`src/rtl/col_cim_acc.sv`:
```
// col_cim_acc: reduces N_MACRO CIM partial-sum vectors per beat and accumulates cfg_tiles beats per output.
// Define COL_CIM_SAT_EN for saturating accumulation with a sticky ovf flag; otherwise the accumulator wraps.
module col_cim_acc #(
    parameter int unsigned N_MACRO = 4,
    parameter int unsigned N_OUT   = 8,
    parameter int unsigned DW      = 8,
    parameter int unsigned ACC_W   = 20
) (
    input  logic                        clk,
    input  logic                        rst,
    input  logic                        clr,
    input  logic [7:0]                  cfg_tiles,
    input  logic                        ps_valid,
    output logic                        ps_ready,
    input  logic [N_MACRO*N_OUT*DW-1:0] ps_data,
    output logic                        out_valid,
    input  logic                        out_ready,
    output logic [N_OUT*ACC_W-1:0]      out_data,
    output logic                        ovf
);
    localparam int unsigned EXT_W = ACC_W - DW;
`ifdef COL_CIM_SAT_EN
    localparam logic [ACC_W-1:0] ACC_MAX = {1'b0, {(ACC_W-1){1'b1}}};
    localparam logic [ACC_W-1:0] ACC_MIN = {1'b1, {(ACC_W-1){1'b0}}};
`endif

    typedef enum logic [1:0] {IDLE, ACC, HOLD} state_e;

    state_e           state_q, state_d;
    logic [7:0]       tiles_q, tiles_d;
    logic [7:0]       cnt_q, cnt_d;
    logic             rdy_en_q;
    logic             s1_vld_q, s1_vld_d;
    logic             s1_first_q, s1_first_d;
    logic             s1_last_q, s1_last_d;
    logic [ACC_W-1:0] s1_sum_q [N_OUT];
    logic [ACC_W-1:0] s1_sum_d [N_OUT];
    logic [ACC_W-1:0] acc_q [N_OUT];
    logic [ACC_W-1:0] acc_d [N_OUT];
    logic [ACC_W-1:0] sum_c [N_OUT];
    logic [DW-1:0]    lane_c;
    logic             out_valid_q, out_valid_d;
    logic             ovf_q, ovf_d;
    logic             ps_ready_c, accept_c, start_c;
    logic [7:0]       tiles_eff_c;
`ifdef COL_CIM_SAT_EN
    logic [ACC_W:0]   ext_c;
    logic             clip_c;
`endif

    // Per-lane sign-extended reduction across all macros
    always_comb begin
        lane_c = '0;
        for (int j = 0; j < N_OUT; j++) begin
            sum_c[j] = '0;
            for (int m = 0; m < N_MACRO; m++) begin
                lane_c   = ps_data[(m*N_OUT+j)*DW +: DW];
                sum_c[j] = sum_c[j] + {{EXT_W{lane_c[DW-1]}}, lane_c};
            end
        end
    end

    // Ready reopens in HOLD only alongside the output handshake so a new vector can start that cycle
    always_comb begin
        ps_ready_c = 1'b0;
        case (state_q)
            IDLE:    ps_ready_c = 1'b1;
            ACC:     ps_ready_c = (cnt_q != tiles_q);
            HOLD:    ps_ready_c = out_ready;
            default: ps_ready_c = 1'b0;
        endcase
        ps_ready_c = ps_ready_c & rdy_en_q;
    end

    assign accept_c    = ps_valid & ps_ready_c & ~clr;
    assign start_c     = accept_c & (state_q != ACC);
    assign tiles_eff_c = (cfg_tiles == 8'd0) ? 8'd1 : cfg_tiles;

    always_comb begin
        state_d     = state_q;
        tiles_d     = tiles_q;
        cnt_d       = cnt_q;
        s1_vld_d    = accept_c;
        s1_first_d  = 1'b0;
        s1_last_d   = 1'b0;
        s1_sum_d    = s1_sum_q;
        acc_d       = acc_q;
        out_valid_d = out_valid_q;
        ovf_d       = ovf_q;
`ifdef COL_CIM_SAT_EN
        ext_c       = '0;
        clip_c      = 1'b0;
`endif
        if (accept_c) begin
            s1_sum_d = sum_c;
        end

        case (state_q)
            ACC: begin
                if (accept_c) begin
                    cnt_d     = cnt_q + 8'd1;
                    s1_last_d = ((cnt_q + 8'd1) == tiles_q);
                end
                if (s1_vld_q && s1_last_q) begin
                    state_d     = HOLD;
                    out_valid_d = 1'b1;
                end
            end
            HOLD: begin
                if (out_ready) begin
                    state_d     = IDLE;
                    out_valid_d = 1'b0;
                    cnt_d       = 8'd0;
                    ovf_d       = 1'b0;
                end
            end
            default: ;
        endcase

        if (start_c) begin
            state_d    = ACC;
            tiles_d    = tiles_eff_c;
            cnt_d      = 8'd1;
            s1_first_d = 1'b1;
            s1_last_d  = (tiles_eff_c == 8'd1);
        end

        // Stage 2: first beat of a vector loads, later beats accumulate
        if (s1_vld_q) begin
            for (int j = 0; j < N_OUT; j++) begin
                if (s1_first_q) begin
                    acc_d[j] = s1_sum_q[j];
                end else begin
`ifdef COL_CIM_SAT_EN
                    ext_c = {acc_q[j][ACC_W-1], acc_q[j]} + {s1_sum_q[j][ACC_W-1], s1_sum_q[j]};
                    if (ext_c[ACC_W] != ext_c[ACC_W-1]) begin
                        clip_c   = 1'b1;
                        acc_d[j] = ext_c[ACC_W] ? ACC_MIN : ACC_MAX;
                    end else begin
                        acc_d[j] = ext_c[ACC_W-1:0];
                    end
`else
                    acc_d[j] = acc_q[j] + s1_sum_q[j];
`endif
                end
            end
`ifdef COL_CIM_SAT_EN
            ovf_d = (s1_first_q ? 1'b0 : ovf_q) | clip_c;
`endif
        end

        if (clr) begin
            state_d     = IDLE;
            tiles_d     = 8'd0;
            cnt_d       = 8'd0;
            s1_vld_d    = 1'b0;
            s1_first_d  = 1'b0;
            s1_last_d   = 1'b0;
            out_valid_d = 1'b0;
            ovf_d       = 1'b0;
            for (int j = 0; j < N_OUT; j++) begin
                s1_sum_d[j] = '0;
                acc_d[j]    = '0;
            end
        end
    end

    always_ff @(posedge clk or posedge rst) begin
        if (rst) begin
            state_q     <= IDLE;
            tiles_q     <= 8'd0;
            cnt_q       <= 8'd0;
            rdy_en_q    <= 1'b0;
            s1_vld_q    <= 1'b0;
            s1_first_q  <= 1'b0;
            s1_last_q   <= 1'b0;
            out_valid_q <= 1'b0;
            ovf_q       <= 1'b0;
            for (int j = 0; j < N_OUT; j++) begin
                s1_sum_q[j] <= '0;
                acc_q[j]    <= '0;
            end
        end else begin
            state_q     <= state_d;
            tiles_q     <= tiles_d;
            cnt_q       <= cnt_d;
            rdy_en_q    <= 1'b1;
            s1_vld_q    <= s1_vld_d;
            s1_first_q  <= s1_first_d;
            s1_last_q   <= s1_last_d;
            out_valid_q <= out_valid_d;
            ovf_q       <= ovf_d;
            for (int j = 0; j < N_OUT; j++) begin
                s1_sum_q[j] <= s1_sum_d[j];
                acc_q[j]    <= acc_d[j];
            end
        end
    end

    assign ps_ready  = ps_ready_c;
    assign out_valid = out_valid_q;
    assign ovf       = ovf_q;

    always_comb begin
        out_data = '0;
        for (int j = 0; j < N_OUT; j++) begin
            out_data[j*ACC_W +: ACC_W] = acc_q[j];
        end
    end

endmodule

```
`config.mk`:
```
export PLATFORM = sky130hd
export DESIGN_NAME = col_cim_acc
export DESIGN_NICKNAME = d
export VERILOG_FILES = /design/src/rtl/col_cim_acc.sv
export SDC_FILE = /design/constraint.sdc
export NUM_CORES = 1
export LEC_CHECK = 0
export BUFFER_PORTS_ARGS = -buffer_cell sky130_fd_sc_hd__buf_4
export CAP_MARGIN = 10
export CORE_MARGIN = 2
export CORE_UTILIZATION = 63
export CTS_BUF_LIST = sky130_fd_sc_hd__clkbuf_16
export CTS_CLUSTER_SIZE = 14
export DETAILED_ROUTE_END_ITERATION = 16
export PLACE_DENSITY_LB_ADDON = 0.1
export RECOVER_POWER = 100
export SETUP_SLACK_MARGIN = 0.05
export SYNTH_ARGS = -nofsm -noshare
export SYNTH_HDL_FRONTEND = slang
export SYNTH_SLANG_ARGS = --single-unit
```
`constraint.sdc`:
```
create_clock -name clk -period 26.5 [get_ports clk]
set_input_delay 2.65 -clock clk [delete_from_list [all_inputs] [get_ports clk]]
set_output_delay 2.65 -clock clk [all_outputs]
set_load 0.05 [all_outputs]
```
### Word-level counts from Yosys, hierarchy flattened

Index checks and enable logic that the tools add are counted.

* add/subtract/negate cells: 33
* multipliers: 0
* div/mod/pow operators: 0
* order comparisons: 0
* equality and inequality tests: 11
* shift operators: 0
* multiplexer cells: 39
* bitwise operators: 5
* reductions and logical operators: 14

Operators with widths (number)
* two-way mux 160 bit: 4
* adder 20 bit: 8
* two-way mux 20 bit: 8
* adder 10 x 8 -> 11 bit: 8
* adder 9 x 8 -> 10 bit: 8
* adder 8 x 8 -> 9 bit: 8
* two-way mux 8 bit: 7
* case mux 8 bit (2 select lines): 1
* two-way mux 1 bit: 12
* != test 4 bit, second input constant: 3
* nonzero test 2 bit: 5
* AND reduction 3 bit: 3
* adder 8 x 1 -> 8 bit, second input constant: 1
* equality test 8 x 1 -> 1 bit, second input constant: 1
* equality test 8 bit: 1
* logical NOT 8 bit: 1
* two-way mux 2 bit: 4
* != test 8 bit: 1
* != test 3 bit, second input constant: 2
* AND 1 bit: 4
* case mux 2 bit (2 select lines): 1
* nonzero test 4 bit: 1
* case mux 1 bit (3 select lines): 1
* nonzero test 3 bit: 1
* other kinds (8): 8

* flip-flop bits (word level): 344
* latch bits: 0
* RAM bits: 0
* memory bits (read-only): 0
* input port bits: 269
* output and inout port bits: 163
* word-level logic and storage cells: 127
* memories: 0

### Logic depth before layout (Yosys ltp)

Gate-level depths: netlist of the first run.

* depth after elaboration: 9
* depth in mapped cells: 16
* gate-level depth less buffers: 16

### Least setup slack after synthesis of the first run

Ideal clock, no wire load.

* kind: in2out
* start: in out_ready
* end: out ps_ready
* data arrival time: 3.303 ns
* required time: 23.850 ns
* setup slack: 20.547 ns
* cell stages on the path: 3
* path through: a21oi_1 -> nand2_1 -> and3b_1

* word-level cells in the longest chain between the ends: 2

Ends and longest elaborated chain
* start, declared: line 17 `input logic out_ready,`
* case mux 1 bit (3 select lines): line 66 `case (state_q)`
* AND 1 bit: line 72 `ps_ready_c = ps_ready_c & rdy_en_q;`
* end, declared: line 14 `output logic ps_ready,`

Every way passes these cells.

==> impl_metrics.ini, run 1 <==
[power_and_ir_drop]
cellPowerDensity_nw_per_um2 = 60.1
p_sw_mw = 0.716
p_clk_frac = 0.233
sw_frac_of_total = 0.420
ir_drop_uv = 54.5
p_int_mw = 0.989
p_comb_frac = 0.457
leakage_nw = 14.5
p_seq_frac = 0.310

[drt]
drt_first_pass_iters = 5
drc = 0
top_layer = met4
wl_met2_um = 31800
vias = 21800
wl_um = 67900
via_per_inst = 5.84
ant_nets = 0
drt-initial-drc-count = 1648
wirelength_met1_um = 29000
wl_per_cell_um = 18.2
wl_met3_um = 4970

[sta]
fmax_ghz = 0.100
clock_skew_ns = 0.0158
fin_crit_sh = 0.376
worst_slew_pin_slew_ns = 6.14
maxSlewViolCount = 674
setup_viol = 0
rsz0062_at_grt = no
hold_viol = 0
max_slew_margin = -3.11
layout_min_cycle_time_ns = 9.97
finalSetupTns_ns = 0

[finish]
seq_area_um2 = 6790
multi_input_area_um2 = 15900
syn_to_final_growth_pct = 15.9
drive_above_1_share = 0.107
final_cell_count_no_fill = 3737
fin_nets = 3844
fillCellCount = 3004

[floorplanning]
fp.dieW_um = 201
io_pins = 432
initial_utilization = 0.636
placementRows = 72
die-height_um = 201
core_area_um2 = 38500
die-area_um2 = 40400

[yosys]
synth.avg_cell_area_um2 = 8.70
synthTopCellsByArea = dfrtp_1 (28%), ha_1 (12%), fa_1 (12%)
synth_cells = 2812
synth.area.mux_share = 0.0154
syn_nets = 3463
synth_top_area_frac = 0.277
yosys_register_bits = 271
synth_ff_type = dfrtp_1
yosys.area_share.adder = 0.240
synth_xor_area_frac = 0.0662
synth-compound-area-share = 0.204
synthSimpleGateAreaFrac = 0.124
syn_area_um2 = 24500
seq_area_frac_synth = 0.277
async_flop_share = 1.00
yosysUniqueCellTypes = 80
synth_edf_count = 0
yosysWarnings = 0
synth_top_family_by_area = adder cells
synth_top_cell_by_area = dfrtp_1

[cts]
post_cts_buffers = 0
clockBufferDepth = 3
clk_pin_slew_ns = 0.06
h-tree-depth = 1
clk_latency_ns = 0.58
post_cts_resize_count = 0
cts_root_buf = clkbuf_16
clock_sinks = 271
cts_buffers = 31
tritoncts = done
ctsHoldBuffers = 0

[critical_path]
cp_cell_sequence = clkbuf_4 -> clkinvlp_2 -> clkbuf_1
crit_start = rst
critPathCaptureType = asynchronous set/reset pin
worst-path-max-fanout = 139
critical_path.startpoint_type = input port
r2r_start = cnt_q[5]
critPathKind = input port to asynchronous set/reset pin
cp_num_buf_inv = 3
worst_ep_arrival_time_ns = 9.21
slowest_stage = clkinvlp_2
slowest_delay_ns = 3.37
critPathTopFamily = buffers and inverters
cp.required_ns = 25.74

[place]
hpwl_um = 51300
placedCellCount = 3677
port_buffers = 430
gp_congestion = 0.944

[global_route]
grt_pass1_wl_um = 111000
grt_pass1_vias = 21900
track_usage = 0.336
grt-ovfl-total = 0
antenna_found_initial = 2
grt_max_degree = 140

[status]
status = finished, violations left
violations = max-capacitance violations, max-slew violations

[min_path]
min_from = out_data[152]
hp-class = flip-flop to flip-flop

[run]
cap_viol_max_count = 11
logic make-up after synthesis:
kind of cell	Yosys count
compound gates	767
xor+xnor	185
fa+ha+maj	382
buf+inv	472
flops	271
mux	37
other cells	2
simple gates	696
cell usage after synthesis (all sizes together), types with 4 or more instances:
master,n
nor3,46
a311oi,29
clkbuf,75
nor3b,4
dfrtp,271
a41oi,5
o21a,18
nor4,7
xor2,53
or3,22
o41ai,6
nor2,217
o31ai,8
and3,13
nor2b,21
nand3b,4
nand3,32
buf,20
ha,238
o21ai,223
a211oi,31
a21oi,186
a21o,86
o2111ai,6
o211ai,21
nand4,10
nand2b,16
fa,144
inv,375
o21bai,39
mux2i,31
nand2,287
a32o,8
a22o,40
a31oi,19
xnor2,132
a32oi,5
mux2,6
a2111oi,10
per-layer routing:
layer,vias to the layer above,GRT usage
met1,10600,0.454
met3,114,0.0508
met2,774,0.552
met4,0,0.122
met5,-,0
li1,10400,-
cell usage in the layout (no fill, tap or decap), types with 7 or more instances in the layout:
cell type / Yosys / final
inv_1: 375 / 383
nand2_1: 287 / 286
buf_4: 3 / 270
dfrtp_1: 271 / 269
ha_1: 238 / 238
o21ai_0: 215 / 217
nor2_1: 217 / 215
a21oi_1: 184 / 184
clkbuf_1: 74 / 172
fa_1: 144 / 144
xnor2_1: 132 / 132
a21o_1: 85 / 85
xor2_1: 53 / 53
nor3_1: 46 / 46
a22o_1: 40 / 40
o21bai_1: 39 / 39
nand3_1: 32 / 32
mux2i_1: 31 / 31
clkbuf_16: 0 / 31
a211oi_1: 30 / 30
a311oi_1: 28 / 28
or3_1: 22 / 22
nor2b_1: 21 / 21
o211ai_1: 21 / 21
a31oi_1: 19 / 19
o21a_1: 18 / 18
nand2b_1: 16 / 16
and3_1: 13 / 13
nand4_1: 10 / 10
o31ai_1: 8 / 8
a32o_1: 8 / 8
nor4_1: 7 / 7
clkinv_1: 2 / 7
clkinv_2: 0 / 7
power groups by stage:
stage / logic, mW / clock network [mW] / registers [mW]
final: 0.779 / 0.397 / 0.529
after floorplan: 0.522 / 0 / 0.567
after CTS: 0.790 / 0.403 / 0.527
after global routing: 0.869 / 0.417 / 0.536
after detailed placement: 0.784 / 0 / 0.534
after global placement: 0.754 / 0 / 0.530
worst reg2reg max path, delay by kind of cell (launching register included):
| family | cells | cell delay, ns |
|---|---|---|
| AND/OR/NAND/NOR | 5 | 1.09 |
| buffers and inverters | 1 | 3.24 |
| flip-flops | 1 | 0.44 |
| XOR/XNOR | 1 | 0.29 |
| AO/OA/AOI/OAI | 4 | 1.11 |
area by class of cell:
type | count | area share
sequential | 271 | 0.239
timing repair buffer | 443 | 0.0945
multi-input combinational | 2069 | 0.561
antenna | 3 | 0.000265
clock inverter | 25 | 0.00485
tap | 518 | 0.0229
clock buffer | 31 | 0.0274
inverter | 377 | 0.0499
per-stage QoR:
stage | utilization | power, mW | worst slack, ns | instance area [um2] | hold slack, ns
2_1_floorplan | - | 1.09 | 16.38 | 24500 | 0.469
3_3_place_gp | 0.730 | 1.28 | 20.30 | 28100 | 0.491
3_5_place_dp | 0.730 | 1.32 | 20.26 | 28100 | 0.496
4_1_cts | 0.754 | 1.72 | 20.26 | 29000 | 0.509
5_1_grt | 0.737 | 1.82 | 14.94 | 28400 | 0.539
6_report | 0.737 | 1.70 | 16.53 | 28400 | 0.505
state kept, by name, indices dropped and copies added (netlist names):
register	cells
cnt_q	8
out_data	160
out_valid	1
rdy_en_q	1
s1_first_q	1
s1_last_q	1
s1_sum_q	88
s1_vld_q	1
state_q	2
tiles_q	8
final timing paths:
check	cells after the start	to	slack [ns]
worst min-delay path	2	out_data[152]	0.50
worst min register to register	2	out_data[152]	0.50
max in group clk	6	out_data[137]	17.93
worst max register to register	11	cnt_q[0]	20.05
worst max-delay path	3	s1_vld_q	16.53
min in group asynchronous	2	tiles_q[2]	3.98
(Power assumes the default switching activity.)
==> run 2: changes to the inputs <==
--- a/config.mk
+++ b/config.mk
@@ -8,7 +8,7 @@
 export BUFFER_PORTS_ARGS = -buffer_cell sky130_fd_sc_hd__buf_4
 export CAP_MARGIN = 10
 export CORE_MARGIN = 2
-export CORE_UTILIZATION = 63
+export CORE_UTILIZATION = 58
 export CTS_BUF_LIST = sky130_fd_sc_hd__clkbuf_16
 export CTS_CLUSTER_SIZE = 14
 export DETAILED_ROUTE_END_ITERATION = 16
==> constraint.sdc (replaced) <==
create_clock -name clk -period 9.43 [get_ports clk]
set_input_delay 0.943 -clock clk [delete_from_list [all_inputs] [get_ports clk]]
set_output_delay 0.943 -clock clk [all_outputs]
set_load 0.05 [all_outputs]
==> run 2 against run 1 <==
Net effect:
- the run still ends with max-capacitance violations, max-slew violations left
- critical path depth is 5 higher
- sequential power rose to 2.8 times the previous value
- via count fell by 1.3%
- register-to-register slack worse by 16 ns
- combinational power grew to 2.8 times the previous value
- non-clock buffer count grew 2
- total power increased to 2.9 times the previous value
- critical path type is now input port to flip-flop
- critical endpoint is now s1_sum_q[28]
- largest cell class unchanged
- largest power group unchanged
==> impl_metrics.ini, run 2 (synthesis gave the netlist of run 1 again) <==
[status]
status = finished, violations left
violations = max-capacitance violations, max-slew violations

[drt]
drt-initial-drc-count = 1602
drc = 0
vias = 21600
wl_um = 68100
ant_nets = 0
wl_per_cell_um = 18.1
drt_first_pass_iters = 5
via_per_inst = 5.74

[critical_path]
crit_start = clr
timing.rr.end = out_data[82]
worst-path-max-fanout = 59
worst_ep_arrival_time_ns = 6.68
slowest_stage = clkbuf_1
path_depth = 8
critPathKind = input port to flip-flop
slowest_delay_ns = 2.37
ff2ff_path_depth = 4
critPathCaptureType = flip-flop
cp_num_buf_inv = 5
crit_path_end = s1_sum_q[28]
cp_cell_sequence = clkbuf_1 -> clkbuf_1 -> nor2_1 -> nand2_2 -> buf_4 -> inv_1 -> buf_4 -> a32o_1
r2r_start = s1_first_q
critical_path.startpoint_type = input port
critPathTopFamily = buffers and inverters
cp.required_ns = 9.91
r2r_setup_slack_ns = 3.83

[finish]
syn_to_final_growth_pct = 16.6
layout_commonest_cell = inv_1
fin_util = 0.683
largest_reg_flops = 160
fin_nets = 3846
layout_common_cells = inv_1 (378), nand2_1 (286), buf_4 (276)
drive_above_1_share = 0.111
multi_input_area_um2 = 15900
seq_area_um2 = 6790
fillCellCount = 3474

[sta]
rsz0062_at_grt = no
fmax_ghz = 0.161
finalSetupTns_ns = 0
worst_slew_pin_slew_ns = 4.31
fin_crit_sh = 0.658
maxSlewViolCount = 372
hold_viol = 0
layout_min_cycle_time_ns = 6.21
setup_viol = 0
max_slew_margin = -1.88
clock_skew_ns = 0.0192

[floorplanning]
placementRows = 75
io_pins = 432
die-area_um2 = 43800
fp.dieW_um = 209
core_area_um2 = 41800
die-height_um = 209
initial_utilization = 0.586

[place]
hpwl_um = 52000
port_buffers = 430
gp_congestion = 0.907

[global_route]
track_usage = 0.311
grt_pass1_wl_um = 110000
grt-ovfl-total = 0
grt_pass1_vias = 21600
antenna_found_initial = 1
grt_max_degree = 94

[cts]
tritoncts = done
cts_buffers = 31
clk_latency_ns = 0.59
post_cts_resize_count = 0
cts_root_buf = clkbuf_16
clock_sinks = 271
post_cts_buffers = 0
clockBufferDepth = 3
ctsHoldBuffers = 0
h-tree-depth = 1
clk_pin_slew_ns = 0.06

[power_and_ir_drop]
leakage_nw = 14.5
cellPowerDensity_nw_per_um2 = 172
ir_drop_uv = 142
finalPower_mw = 4.92

[run]
cap_viol_max_count = 6

[min_path]
hp-class = flip-flop to flip-flop
run 2: changes by cell type in the layout (fill, tap and decap cells not counted), sizes merged:
cell	change
buf	+7
bufinv	+4
clkbuf	-5
clkinv	-1
clkinvlp	+3
diode	-2
inv	-6
run 2: area by class of cell:
class | instances | share of cell area
antenna | 1 | 0.0000877
clock buffer | 31 | 0.0272
clock inverter | 25 | 0.00890
inverter | 377 | 0.0497
multi-input combinational | 2069 | 0.558
sequential | 271 | 0.238
tap | 539 | 0.0236
timing repair buffer | 445 | 0.0950
run 2: routing by layer:
metal	GRT usage	vias up	wire length [um]
li1	-	10400	-
met1	0.423	10400	30100
met2	0.511	707	31000
met3	0.0456	127	4600
met4	0.107	0	2300
met5	0	-	0
run 2: how the worst min path moves through the flow:
stage                        from       endpoint  cells past startpoint
floorplan              tiles_q[0]     tiles_q[0]                      2
global placement    s1_sum_q[123]  s1_sum_q[123]                      2
detailed placement   s1_sum_q[82]   s1_sum_q[82]                      2
CTS                           rst     tiles_q[7]                      2
global route         s1_sum_q[84]   s1_sum_q[84]                      2
finish              out_data[152]  out_data[152]                      2
run 2: power by group:
group | switching, mW | internal, mW
Combinational | 1.32 | 0.870
Clock | 0.510 | 0.731
Sequential | 0.191 | 1.30
run 2: tightest hold or removal path, stage by stage (launching register included):
cell and delay, ns:
dfrtp_1 0.37, nand2_1 0.06, nand2_1 0.05
run 2: metrics by stage:
| step | hold WS [ns] | setup slack, ns | instance area, um2 | std cells |
|---|---|---|---|---|
| 6_report | 0.503 | 3.22 | 28500 | 3758 |
| 2_1_floorplan | 0.469 | 1.02 | 24500 | 2812 |
| 4_1_cts | 0.420 | 5.35 | 29200 | 3756 |
| 3_3_place_gp | 0.493 | 5.38 | 28100 | 3700 |
| 3_5_place_dp | 0.497 | 5.31 | 28100 | 3700 |
| 5_1_grt | 0.541 | 2.88 | 28500 | 3758 |
